`src/rtl/mult_pkg.sv`:
```
// Shared types and defaults for the sequential shift-add multiplier.
package mult_pkg;

    typedef enum logic [1:0] {
        IDLE = 2'd0,
        CALC = 2'd1,
        DONE = 2'd2
    } mult_state_t;

    localparam int MULT_WIDTH = 8;

endpackage

```
`src/rtl/module_mult_dp.sv`:
```
// Shift-add datapath: multiplicand/multiplier shifters, accumulator and iteration counter.
module module_mult_dp
    import mult_pkg::*;
#(
    parameter int WIDTH = MULT_WIDTH,
    parameter int CW    = $clog2(WIDTH + 1)
) (
    input  logic                 clk,
    input  logic                 rst,
    input  logic                 load,
    input  logic                 shift,
    input  logic [WIDTH-1:0]     a,
    input  logic [WIDTH-1:0]     b,
    output logic                 cnt_last,
    output logic [2*WIDTH-1:0]   acc_next
);

    logic [2*WIDTH-1:0] mcand;
    logic [WIDTH-1:0]   mplier;
    logic [2*WIDTH-1:0] acc;
    logic [CW-1:0]      cnt;

    // acc_next includes the current iteration's add so the top can latch
    // the final product on the last shift edge without an extra cycle.
    assign acc_next = acc + (mplier[0] ? mcand : '0);
    assign cnt_last = (cnt == CW'(1));

    always_ff @(posedge clk or negedge rst) begin
        if (!rst) begin
            mcand  <= '0;
            mplier <= '0;
            acc    <= '0;
            cnt    <= '0;
        end else if (load) begin
            mcand  <= {{WIDTH{1'b0}}, a};
            mplier <= b;
            acc    <= '0;
            cnt    <= CW'(WIDTH);
        end else if (shift) begin
            acc    <= acc_next;
            mcand  <= mcand << 1;
            mplier <= mplier >> 1;
            cnt    <= cnt - 1'b1;
        end
    end

endmodule

```
`src/rtl/module_mult_seq.sv`:
```
// Sequential multiplier top: control FSM, busy/done decode and the product register.
module module_mult_seq
    import mult_pkg::*;
#(
    parameter int WIDTH = MULT_WIDTH
) (
    input  logic                 clk,
    input  logic                 rst,
    input  logic                 start,
    input  logic [WIDTH-1:0]     a,
    input  logic [WIDTH-1:0]     b,
    output logic                 busy,
    output logic                 done,
    output logic [2*WIDTH-1:0]   prod
);

    mult_state_t        state;
    logic               load;
    logic               shift;
    logic               cnt_last;
    logic [2*WIDTH-1:0] acc_next;

    // Operands are only captured on the IDLE->CALC edge; start elsewhere is dropped.
    assign load  = (state == IDLE) && start;
    assign shift = (state == CALC);
    assign busy  = (state == CALC);
    assign done  = (state == DONE);

    module_mult_dp #(
        .WIDTH (WIDTH)
    ) u_dp (
        .clk      (clk),
        .rst      (rst),
        .load     (load),
        .shift    (shift),
        .a        (a),
        .b        (b),
        .cnt_last (cnt_last),
        .acc_next (acc_next)
    );

    always_ff @(posedge clk or negedge rst) begin
        if (!rst) begin
            state <= IDLE;
            prod  <= '0;
        end else begin
            case (state)
                IDLE: if (start) state <= CALC;
                CALC: begin
                    if (cnt_last) begin
                        prod  <= acc_next;
                        state <= DONE;
                    end
                end
                DONE:    state <= IDLE;
                default: state <= IDLE;
            endcase
        end
    end

endmodule
```
`config.mk`:
```
export PLATFORM = sky130hd
export DESIGN_NAME = module_mult_seq
export DESIGN_NICKNAME = d
export VERILOG_FILES = /design/src/rtl/mult_pkg.sv /design/src/rtl/module_mult_dp.sv /design/src/rtl/module_mult_seq.sv
export SDC_FILE = /design/constraint.sdc
export NUM_CORES = 1
export LEC_CHECK = 0
export CAP_MARGIN = 20
export CORE_ASPECT_RATIO = 1.75
export CORE_MARGIN = 2
export CORE_UTILIZATION = 60
export DETAILED_ROUTE_END_ITERATION = 8
export GPL_TIMING_DRIVEN = 1
export PLACE_DENSITY = 0.86
export SKIP_LAST_GASP = 1
export SYNTH_ARGS = -nofsm -noshare
export SYNTH_HDL_FRONTEND = slang
export SYNTH_SLANG_ARGS = --single-unit
```
`constraint.sdc`:
```
create_clock -name clk -period 4.6 [get_ports clk]
set_clock_uncertainty 0.05 [all_clocks]
set_input_delay 0.69 -clock clk [delete_from_list [all_inputs] [get_ports clk]]
set_output_delay 0.69 -clock clk [all_outputs]
set_load 0.02 [all_outputs]
```
==> out/metrics.csv, run 1 <==
stage;metric;value;unit
power;maximum VDD drop;0.000466;V
synth;syn_nets;374;
floorplan;Die X-Extent;59.0;um
synth;largest cells by area after synthesis;dfrtp_1, nand2_1, ha_1, o21ai_0, a22oi_1;
timing;relative slew slack;29.3;%
layout;NumNets Final;411;
min_path;HP Class;reg -> reg;
power;Cell Pwr Density;718;nW/um^2
grt;pin count of the biggest net entering global routing;63;
placement;number of buffers inserted by port buffering;36;
setup_path;CP endpoint kind;output pin;
power;Leak Pwr;1.79;nW
synth;Syn. warnings;0;
timing;slew of the pin with the lowest slew margin;1.06;ns
job;MaxCap Viol Count;0;
timing;RSZ-0062 raised after global routing;false;
grt;vias in the first global route;2708;
synth;Post-synth ARST share;100;%
setup_path;Reg2Reg Depth;10;
detailed_routing;post-DR vias/cell;5.99;
floorplan;total I/O pin count;37;
synth;Yosys top cell area share;48.9;%
timing;final hold viol count;0;
timing;crit path time final;3.31;ns
synth;Post-synth EDFFs;0;
layout;layout cells sized above 1;8.18;%
setup_path;WP data arrival;2.57;ns
detailed_routing;Antenna Nets Post-Route;0;
placement;GPL Wtd Cong;0.831;
layout;Layout area overhead;18.8;%
synth;Mapped Area;3170;um^2
floorplan;FP Rows;35;
timing;worst hold slack;0.432;ns
floorplan;Die H;100;um
synth;Avg Cell Area, Syn;9.42;um^2
synth;Netlist cell types;37;
clock_network;hold buffer count at cts;0;
grt;first-pass GRT wire length;12.2;mm
clock_network;Clock Tree Root;clkbuf_8;
clock_network;CTS max path bufs;2;
clock_network;clk sinks;62;
layout;post-layout util;73.0;%
clock_network;H-tree depth;3;
placement;Cells after DPL;418;
clock_network;total CTS buffers;9;
clock_network;cts repair resizes;0;
setup_path;startpoint types;flip-flop;
clock_network;CTS tree;built;
layout;ANT cells;0;
clock_network;Worst-Skew Late Latency;0.34;ns
grt;total grt overflow;0;
clock_network;postcts setup bufs;0;
layout;most common cell after layout, fill and taps aside;nand2_1;
layout;commonest non-fill, non-tap cells in the layout;nand2_1, dfrtp_1, clkdlybuf4s50_1;
synth;Synth area leader;dfrtp_1;
detailed_routing;per-cell routed wire length;16.4;um
outcome;status;finished, violations left;
grt;Tot GR Track Use;27.6;%
layout;Finished Layout Cells;434;
detailed_routing;routed vias;2599;
floorplan;Initial Util;61.4;%
synth;Synth Flop Type;dfrtp_1;
floorplan;die area;5910;um^2
placement;hpwl dp;5.24;mm
detailed_routing;routed wire length;7.13;mm
timing;Setup TNS Final;0;ns
timing;final setup vio count;0;
synth;FF+latch count, synth;62;
setup_path;Crit Path Category;reg -> out;
setup_path;Req. time, crit path;3.86;ns
synth;register area share after synthesis;48.9;%
detailed_routing;Pre-Repair DR Iteration Count;7;
clock_network;Worst-path clk slew;0.07;ns
timing;final worst path period share;71.9;%
outcome;failing checks;DRC;
timing;max-slew violations;0;
detailed_routing;Residual DRC;1;
detailed_routing;number of DRC markers in iteration 0;94;
timing;fmax;303;MHz
synth;Synth Instances;337;
grt;antenna violations before repair;0;
floorplan;Core ar.;5170;um^2
setup_path;CP max FO;35;
min_path;Cells on Worst Hold Path;2;
==> synthesized netlist by cell type (2+ instances only) <==
library cell	n
clkbuf_1	15
and2_1	16
and3_1	3
nor3_1	2
xor2_1	9
dfrtp_1	62
o2111ai_1	2
o211ai_1	2
xnor2_1	7
a22o_1	7
o21ai_0	32
a21o_1	2
o21a_1	3
ha_1	17
a22oi_1	14
mux2_2	5
nand3_1	13
nand2_1	85
inv_1	3
nand2b_1	2
nor2b_1	2
a21oi_1	12
nor2_1	8
==> state kept, by name, summed over array words and instances (netlist names) <==
signal and cells:
prod 16, u_dp.acc 16, u_dp.mcand 16, u_dp.mplier 8
u_dp.cnt 4, state 2
==> critical path, cell delays in order, from the launching register on <==
cell and delay (ns):
dfrtp_1 0.39, nand2b_1 0.64, clkinv_1 0.15, buf_4 0.36, clkdlybuf4s50_1 0.68
==> where the power goes <==
| part | total, W | leakage (nW) | internal [W] | switching (W) |
|---|---|---|---|---|
| logic | 0.00129 | 0.916 | 0.000532 | 0.000754 |
| clock network | 0.000454 | 0.0883 | 0.000248 | 0.000206 |
| registers | 0.000967 | 0.784 | 0.000792 | 0.000176 |
==> through the flow <==
stage / setup WS [ns] / power [W] / cell area [um^2]
2_1_floorplan: 2.11 / 0.00181 / 3170
3_3_place_gp: 1.71 / 0.00221 / 3580
3_5_place_dp: 1.68 / 0.00226 / 3580
4_1_cts: 1.29 / 0.00272 / 3770
5_1_grt: 1.11 / 0.00292 / 3770
6_report: 1.29 / 0.00271 / 3770
==> per-layer routing <==
layer	vias up	global-route usage (%)	share of wire [%]
li1	1234	-	-
met1	1280	31.8	37
met2	68	47.5	56
met3	17	5.28	3.4
met4	0	13.6	3.9
met5	-	0	0
==> final cells by class <==
type,count,area [um^2]
fill,386,1400
multi-input combinational,255,1550
clock buffer,10,128
tap,55,68.8
timing repair buffer,41,393
clock inverter,6,62.6
sequential,62,1550
inverter,5,18.8
==> logic make-up after synthesis <==
| kind of cell | share of synthesized area (%) |
|---|---|
| adder cells (fa/ha/maj) | 7.33 |
| AO/OA/AOI/OAI | 16.4 |
| flip-flops | 48.9 |
| buffers and inverters | 2.36 |
| AND/OR/NAND/NOR | 18.8 |
| multiplexers | 1.77 |
| XOR/XNOR | 4.41 |
==> worst paths after layout <==
| kind | startpoint | end | slack (ns) |
|---|---|---|---|
| max | state[1] | busy | 1.29 |
| min | prod[11] | prod[11] | 0.43 |
| max reg2reg | u_dp.mplier[0] | prod[14] | 1.77 |
| min reg2reg | prod[11] | prod[11] | 0.43 |
| max in group asynchronous | rst | u_dp.acc[3] | 3.55 |
| min in group asynchronous | rst | prod[0] | 0.44 |
(Power assumes the default switching activity.)
==> inputs of run 2 (changes only) <==
--- a/config.mk
+++ b/config.mk
@@ -8,10 +8,10 @@
 export CAP_MARGIN = 20
 export CORE_ASPECT_RATIO = 1.75
 export CORE_MARGIN = 2
-export CORE_UTILIZATION = 60
+export CORE_UTILIZATION = 56
 export DETAILED_ROUTE_END_ITERATION = 8
 export GPL_TIMING_DRIVEN = 1
-export PLACE_DENSITY = 0.86
+export PLACE_DENSITY = 0.81
 export SKIP_LAST_GASP = 1
 export SYNTH_ARGS = -nofsm -noshare
 export SYNTH_HDL_FRONTEND = slang
==> constraint.sdc (replaced) <==
create_clock -name clk -period 3.4 [get_ports clk]
set_clock_uncertainty 0.05 [all_clocks]
set_input_delay 0.51 -clock clk [delete_from_list [all_inputs] [get_ports clk]]
set_output_delay 0.51 -clock clk [all_outputs]
set_load 0.02 [all_outputs]
==> run 2 against run 1 <==
The run now ends clean. Via count is 0.23% higher. Global-route usage decreased by 2.3 points. Clock-buffer cell count unchanged. Worst hold slack lost 0.33 ns. First-iteration DRC count rose by 140%. Register-to-register slack worse by 1.2 ns. Non-clock buffer count up 1. Wire length down 0.46%. Largest cell class unchanged.
==> out/metrics.csv, run 2 (synthesis gave the netlist of run 1 again) <==
stage;metric;value;unit;change
timing;RSZ-0062 raised after global routing;false;;unchanged
clock_network;CTS max path bufs;2;;unchanged
grt;Tot GR Track Use;25.3;%;was 27.6%
layout;Sequential cell area;1550;um^2;unchanged
floorplan;die area;6310;um^2;was 5910 um^2
job;MaxCap Viol Count;0;;unchanged
setup_path;R2R Setup Slk;0.58;ns;was 1.77 ns
clock_network;cts repair resizes;0;;unchanged
timing;final worst path period share;83.0;%;
setup_path;Reg2Reg Depth;10;;unchanged
grt;antenna violations before repair;0;;unchanged
layout;most common cell after layout, fill and taps aside;nand2_1;;unchanged
power;P_int;0.00206;W;was 0.00157 W
placement;GPL Wtd Cong;1.00;;was 0.831
floorplan;Die X-Extent;60.9;um;was 59.0 um
power;switching share of power;42.7;%;was 42.0%
setup_path;CP max FO;17;;was 35
power;Comb power frac;48.4;%;was 47.5%
setup_path;Largest delay share family, worst path;adder cells;;was buffers and inverters
clock_network;H-tree depth;3;;unchanged
outcome;status;finished clean;;was finished, violations left
timing;final setup vio count;0;;unchanged
setup_path;WP data arrival;2.99;ns;was 2.57 ns
layout;ANT cells;0;;unchanged
floorplan;total I/O pin count;37;;unchanged
power;Power, Total;0.00358;W;was 0.00271 W
detailed_routing;routed vias;2605;;was 2599
timing;max-slew violations;0;;unchanged
layout;commonest non-fill, non-tap cells in the layout;nand2_1, dfrtp_1, clkdlybuf4s50_1;;unchanged
floorplan;Die H;104;um;was 100 um
power;maximum VDD drop;0.000656;V;was 0.000466 V
layout;Top Registers;prod x16, u_dp.acc x16, u_dp.mcand x16;;unchanged
detailed_routing;Pre-Repair DR Iteration Count;5;;was 7
setup_path;delay of the slowest cell on the worst path;0.53;ns;was 0.68 ns
layout;layout cells sized above 1;8.42;%;was 8.18%
detailed_routing;routed wire length;7.09;mm;was 7.13 mm
setup_path;crit path max-delay cell type;dfrtp_1;;was clkdlybuf4s50_1
floorplan;FP Rows;36;;was 35
power;Seq pwr share;36.4;%;was 35.7%
floorplan;Core ar.;5540;um^2;was 5170 um^2
detailed_routing;number of DRC markers in iteration 0;229;;was 94
timing;relative slew slack;53.1;%;was 29.3%
setup_path;Buf+Inv Stages, Crit Path;0;;was 3
power;Leak Pwr;1.79;nW;about the same
setup_path;CP cell instances;and2_1, ha_1, fa_1, a21o_1, a221o_1, and2_4, nand2_2, o21ai_2, xor2_1, mux2_2;;was nand2b_1, clkinv_1, buf_4, clkdlybuf4s50_1
detailed_routing;per-cell routed wire length;15.6;um;was 16.4 um
timing;slew of the pin with the lowest slew margin;0.701;ns;was 1.06 ns
grt;first-pass GRT wire length;12.0;mm;was 12.2 mm
placement;number of buffers inserted by port buffering;36;;unchanged
timing;crit path time final;2.82;ns;
floorplan;Initial Util;57.3;%;was 61.4%
setup_path;reg2reg end;prod[14];;unchanged
layout;Layout area overhead;19.1;%;was 18.8%
detailed_routing;Antenna Nets Post-Route;0;;unchanged
clock_network;total CTS buffers;9;;unchanged
clock_network;clk sinks;62;;unchanged
setup_path;Crit Path Category;reg -> reg;;was reg -> out
setup_path;CP endpoint kind;flip-flop;;was output pin
timing;final hold viol count;0;;unchanged
layout;Multi-input gate area;1550;um^2;unchanged
power;Cell Pwr Density;948;nW/um^2;was 718 nW/um^2
clock_network;postcts setup bufs;0;;unchanged
clock_network;Worst-path clk slew;0.07;ns;about the same
clock_network;Worst-Skew Late Latency;0.34;ns;about the same
detailed_routing;post-DR vias/cell;5.71;;was 5.99
setup_path;Req. time, crit path;3.57;ns;was 3.86 ns
timing;Setup TNS Final;0;ns;unchanged
layout;Filler Cell Count;448;;was 386
clock_network;Clock Tree Root;clkbuf_8;;unchanged
detailed_routing;Residual DRC;0;;was 1
setup_path;startpoint types;flip-flop;;unchanged
grt;vias in the first global route;2594;;was 2708
min_path;HP Class;in -> async;;was reg -> reg
grt;total grt overflow;0;;unchanged
timing;fmax;354;MHz;
clock_network;hold buffer count at cts;0;;unchanged
power;Psw;0.00153;W;was 0.00114 W
placement;hpwl dp;5.22;mm;was 5.24 mm
layout;NumNets Final;412;;was 411
setup_path;launch point of the worst reg-to-reg path;u_dp.mplier[0];;unchanged
power;clock share of power;15.2;%;was 16.8%
grt;pin count of the biggest net entering global routing;31;;was 63
clock_network;CTS tree;built;;unchanged
-- run 2: changes by cell type in the layout (fill, tap and decap cells not counted), sizes merged --
cell and change:
clkinv +2, buf +1, bufinv -1, clkinvlp -1
-- run 2: power groups by stage --
| stage | Combinational (W) | Sequential, W | Clock, W |
|---|---|---|---|
| 3_3_place_gp | 0.00168 | 0.00130 | 0 |
| 6_report | 0.00174 | 0.00130 | 0.000544 |
| 3_5_place_dp | 0.00173 | 0.00132 | 0 |
| 5_1_grt | 0.00194 | 0.00134 | 0.000581 |
| 4_1_cts | 0.00174 | 0.00130 | 0.000556 |
| 2_1_floorplan | 0.00110 | 0.00135 | 0 |
-- run 2: final cells by class --
cell class / instances / area share (%)
clock buffer: 10 / 3.38
clock inverter: 6 / 1.03
inverter: 5 / 0.497
multi-input combinational: 255 / 40.9
sequential: 62 / 41.0
tap: 76 / 2.52
timing repair buffer: 42 / 10.6
-- run 2: per-layer routing --
layer / vias up / share of wire, % / GRT usage (%)
met4: 0 / 3.8 / 11.3
met2: 83 / 55 / 42.5
met3: 20 / 4.3 / 5.87
met5: - / 0 / 0
li1: 1240 / - / -
met1: 1262 / 37 / 29.2
-- run 2: worst max path at each step --
stage | from | end | slack [ns] | cells past startpoint
global route | u_dp.mplier[0] | prod[14] | 0.43 | 10
CTS | u_dp.mplier[0] | prod[14] | 0.59 | 10
detailed placement | u_dp.mplier[0] | prod[14] | 0.60 | 10
floorplan | u_dp.mplier[0] | prod[14] | 0.91 | 10
finish | u_dp.mplier[0] | prod[14] | 0.58 | 10
global placement | u_dp.mplier[0] | prod[14] | 0.69 | 10
-- run 2: worst reg2reg max path: stages, from the launching register on --
cell and delay (ns):
dfrtp_1 0.53, and2_1 0.22, ha_1 0.20, fa_1 0.40, a21o_1 0.21, a221o_1 0.33, and2_4 0.19, nand2_2 0.08
o21ai_2 0.06, xor2_1 0.16, mux2_2 0.27
-- run 2: stage by stage --
stage               setup WS [ns]  util (%)  area (um^2)  instances  hold slack, ns
global route                0.432      68.2         3780        456           0.141
detailed placement          0.601      65.2         3610        440           0.417
global placement            0.690      65.2         3610        440           0.409
finish                      0.578      68.2         3780        456           0.103
CTS                         0.591      68.2         3780        456           0.107
floorplan                   0.910         -         3170        337           0.164
==> inputs of run 3 (changes only) <==
--- a/config.mk
+++ b/config.mk
@@ -8,10 +8,10 @@
 export CAP_MARGIN = 20
 export CORE_ASPECT_RATIO = 1.75
 export CORE_MARGIN = 2
-export CORE_UTILIZATION = 56
+export CORE_UTILIZATION = 50
 export DETAILED_ROUTE_END_ITERATION = 8
 export GPL_TIMING_DRIVEN = 1
-export PLACE_DENSITY = 0.81
+export PLACE_DENSITY = 0.76
 export SKIP_LAST_GASP = 1
 export SYNTH_ARGS = -nofsm -noshare
 export SYNTH_HDL_FRONTEND = slang
==> constraint.sdc (replaced) <==
create_clock -name clk -period 2.5 [get_ports clk]
set_clock_uncertainty 0.05 [all_clocks]
set_input_delay 0.375 -clock clk [delete_from_list [all_inputs] [get_ports clk]]
set_output_delay 0.375 -clock clk [all_outputs]
set_load 0.02 [all_outputs]
==> run 3 against run 2 <==
Combinational power increased by 55%. Die area increased by 11%. Register-to-register slack got worse by 0.49 ns. Critical path depth unchanged. Setup slack got worse by 0.49 ns. Final cell count increased by 4.6%. Worst hold slack improved by 0.32 ns. Non-clock buffer count increased by 19.
==> out/metrics.csv, run 3 (synthesis gave the netlist of run 1 again) <==
stage;metric;value;unit;change
outcome;status;finished clean;;unchanged
power;Power, Total;0.00526;W;was 0.00358 W
placement;hpwl dp;5.69;mm;was 5.22 mm
setup_path;Req. time, crit path;2.68;ns;was 3.57 ns
timing;fmax;415;MHz;was 354 MHz
min_path;HP Class;reg -> reg;;was in -> async
clock_network;CTS max path bufs;2;;unchanged
setup_path;CP max FO;4;;was 17
setup_path;launch point of the worst reg-to-reg path;u_dp.mplier[0];;unchanged
power;maximum VDD drop;0.000745;V;was 0.000656 V
floorplan;die area;7030;um^2;was 6310 um^2
timing;RSZ-0062 raised after global routing;true;;was false
grt;first-pass GRT wire length;12.4;mm;was 12.0 mm
setup_path;startpoint types;flip-flop;;unchanged
floorplan;Die X-Extent;64.2;um;was 60.9 um
timing;final setup vio count;0;;unchanged
layout;Layout area overhead;27.9;%;was 19.1%
grt;Tot GR Track Use;23.9;%;was 25.3%
detailed_routing;Antenna Nets Post-Route;0;;unchanged
floorplan;Die H;109;um;was 104 um
placement;placed instance area;3740;um^2;was 3610 um^2
job;MaxCap Viol Count;0;;unchanged
detailed_routing;post-DR vias/cell;5.49;;was 5.71
detailed_routing;routed vias;2619;;was 2605
clock_network;clk sinks;62;;unchanged
power;Leak Pwr;1.90;nW;was 1.79 nW
setup_path;end of the critical path;prod[14];;unchanged
setup_path;delay of the slowest cell on the worst path;0.40;ns;was 0.53 ns
min_path;Hold Path Origin;prod[11];;
timing;slew of the pin with the lowest slew margin;0.612;ns;was 0.701 ns
clock_network;CTS tree;built;;unchanged
placement;number of buffers inserted by port buffering;36;;unchanged
grt;pin count of the biggest net entering global routing;37;;was 31
timing;relative slew slack;59.2;%;was 53.1%
clock_network;Worst-path clk slew;0.06;ns;was 0.07 ns
detailed_routing;per-cell routed wire length;15.8;um;was 15.6 um
detailed_routing;Residual DRC;0;;unchanged
layout;NumNets Final;431;;was 412
layout;ANT cells;0;;unchanged
detailed_routing;Pre-Repair DR Iteration Count;4;;was 5
timing;fin worst setup slack;0.0909;ns;was 0.578 ns
layout;Top Registers;prod x16, u_dp.acc x16, u_dp.mcand x16;;unchanged
setup_path;R2R Setup Slk;0.09;ns;was 0.58 ns
setup_path;Reg2Reg Depth;10;;unchanged
clock_network;Clock Tree Root;clkbuf_8;;unchanged
detailed_routing;routed wire length;7.54;mm;was 7.09 mm
layout;commonest non-fill, non-tap cells in the layout;nand2_1, dfrtp_1, clkdlybuf4s50_1;;unchanged
setup_path;Largest delay share family, worst path;compound AO/OA/AOI/OAI gates;;was adder cells
clock_network;total CTS buffers;9;;unchanged
power;Cell Pwr Density;1300;nW/um^2;was 948 nW/um^2
timing;crit path time final;2.41;ns;was 2.82 ns
timing;max-slew violations;0;;unchanged
layout;Filler Cell Count;501;;was 448
clock_network;Worst-Skew Late Latency;0.35;ns;was 0.34 ns
setup_path;Stages on worst setup path;10;;unchanged
timing;Setup TNS Final;0;ns;unchanged
clock_network;H-tree depth;3;;unchanged
layout;most common cell after layout, fill and taps aside;nand2_1;;unchanged
placement;GPL Wtd Cong;0.930;;was 1.00
setup_path;crit path max-delay cell type;dfrtp_1;;unchanged
setup_path;most used cell, CP;and2_4;;
floorplan;Core ar.;6180;um^2;was 5540 um^2
detailed_routing;number of DRC markers in iteration 0;136;;was 229
setup_path;WP data arrival;2.59;ns;was 2.99 ns
setup_path;Crit. Startpoint;u_dp.mplier[0];;unchanged
layout;layout cells sized above 1;16.4;%;was 8.42%
floorplan;Initial Util;51.4;%;was 57.3%
setup_path;Crit Path Category;reg -> reg;;unchanged
timing;final worst path period share;96.4;%;was 83.0%
setup_path;CP endpoint kind;flip-flop;;unchanged
grt;vias in the first global route;2635;;was 2594
layout;Design Area, Final;4060;um^2;was 3780 um^2
setup_path;CP cell instances;buf_4, and2_4, fa_2, a21o_1, a221o_1, and2_4, nand2_2, o21ai_2, xor2_1, mux2_2;;was and2_1, ha_1, fa_1, a21o_1, a221o_1, and2_4, nand2_2, o21ai_2, xor2_1, mux2_2
setup_path;reg2reg end;prod[14];;unchanged
timing;final hold viol count;0;;unchanged
placement;Post-Place Setup Slack;-0.0696;ns;was 0.601 ns
grt;total grt overflow;0;;unchanged
setup_path;Buf+Inv Stages, Crit Path;1;;was 0
floorplan;total I/O pin count;37;;unchanged
grt;antenna violations before repair;0;;unchanged
floorplan;FP Rows;38;;was 36
run 3: cell count changes in the layout (fill, tap and decap cells not counted), sizes merged:
cell         change
clkinvlp         -2
buf             +18
clkinv           -3
clkbuf           +3
dlygate4sd3      +1
run 3: worst min-delay path: stages, from the launching register on:
cell     delay [ns]
dfrtp_1        0.34
nand2_1        0.04
o21ai_0        0.06
run 3: power by group:
part	total (W)	internal, W	switching [W]
Clock	0.000782	0.000428	0.000354
Sequential	0.00179	0.00146	0.000328
Combinational	0.00269	0.00121	0.00149
Total	0.00526	0.00309	0.00217
run 3: area by class of cell:
cell class	instances	area, um^2	share of cell area, %
inverter	5	18.8	0.462
clock buffer	13	169	4.16
clock inverter	1	5.00	0.123
multi-input combinational	255	1660	40.9
tap	80	100	2.46
sequential	62	1550	38.2
timing repair buffer	61	558	13.7
run 3: metal layers:
metal | vias to the layer above | wire length, um | track usage [%]
met3 | 22 | 228 | 5.63
met2 | 57 | 4180 | 42.8
li1 | 1276 | - | -
met5 | - | 0 | 0
met4 | 0 | 337 | 13.4
met1 | 1264 | 2800 | 25.5
run 3: repair_timing:
action / in CTS / in global routing
hold buffers: 1 / 0
setup buffers: 1 / 2
endpoints found under the hold margin: 26 / 0
pin swaps: 1 / 9
gates resized for setup: 4 / 20
setup endpoints to repair: 11 / 16
run 3: worst min path at each step:
stage	end	slack (ns)	depth (start not counted)
floorplan	prod[0]	0.03	0
global placement	state[0]	0.36	1
detailed placement	state[1]	0.36	1
CTS	prod[1]	0.43	2
global route	prod[15]	0.46	2
finish	prod[11]	0.43	2
run 3: metrics by stage:
stage / util, % / instances / hold WS [ns]
finish: 65.7 / 477 / 0.428
global route: 65.7 / 477 / 0.459
CTS: 64.0 / 475 / 0.432
detailed placement: 60.6 / 459 / 0.363
global placement: 60.6 / 459 / 0.363
floorplan: - / 337 / 0.0294
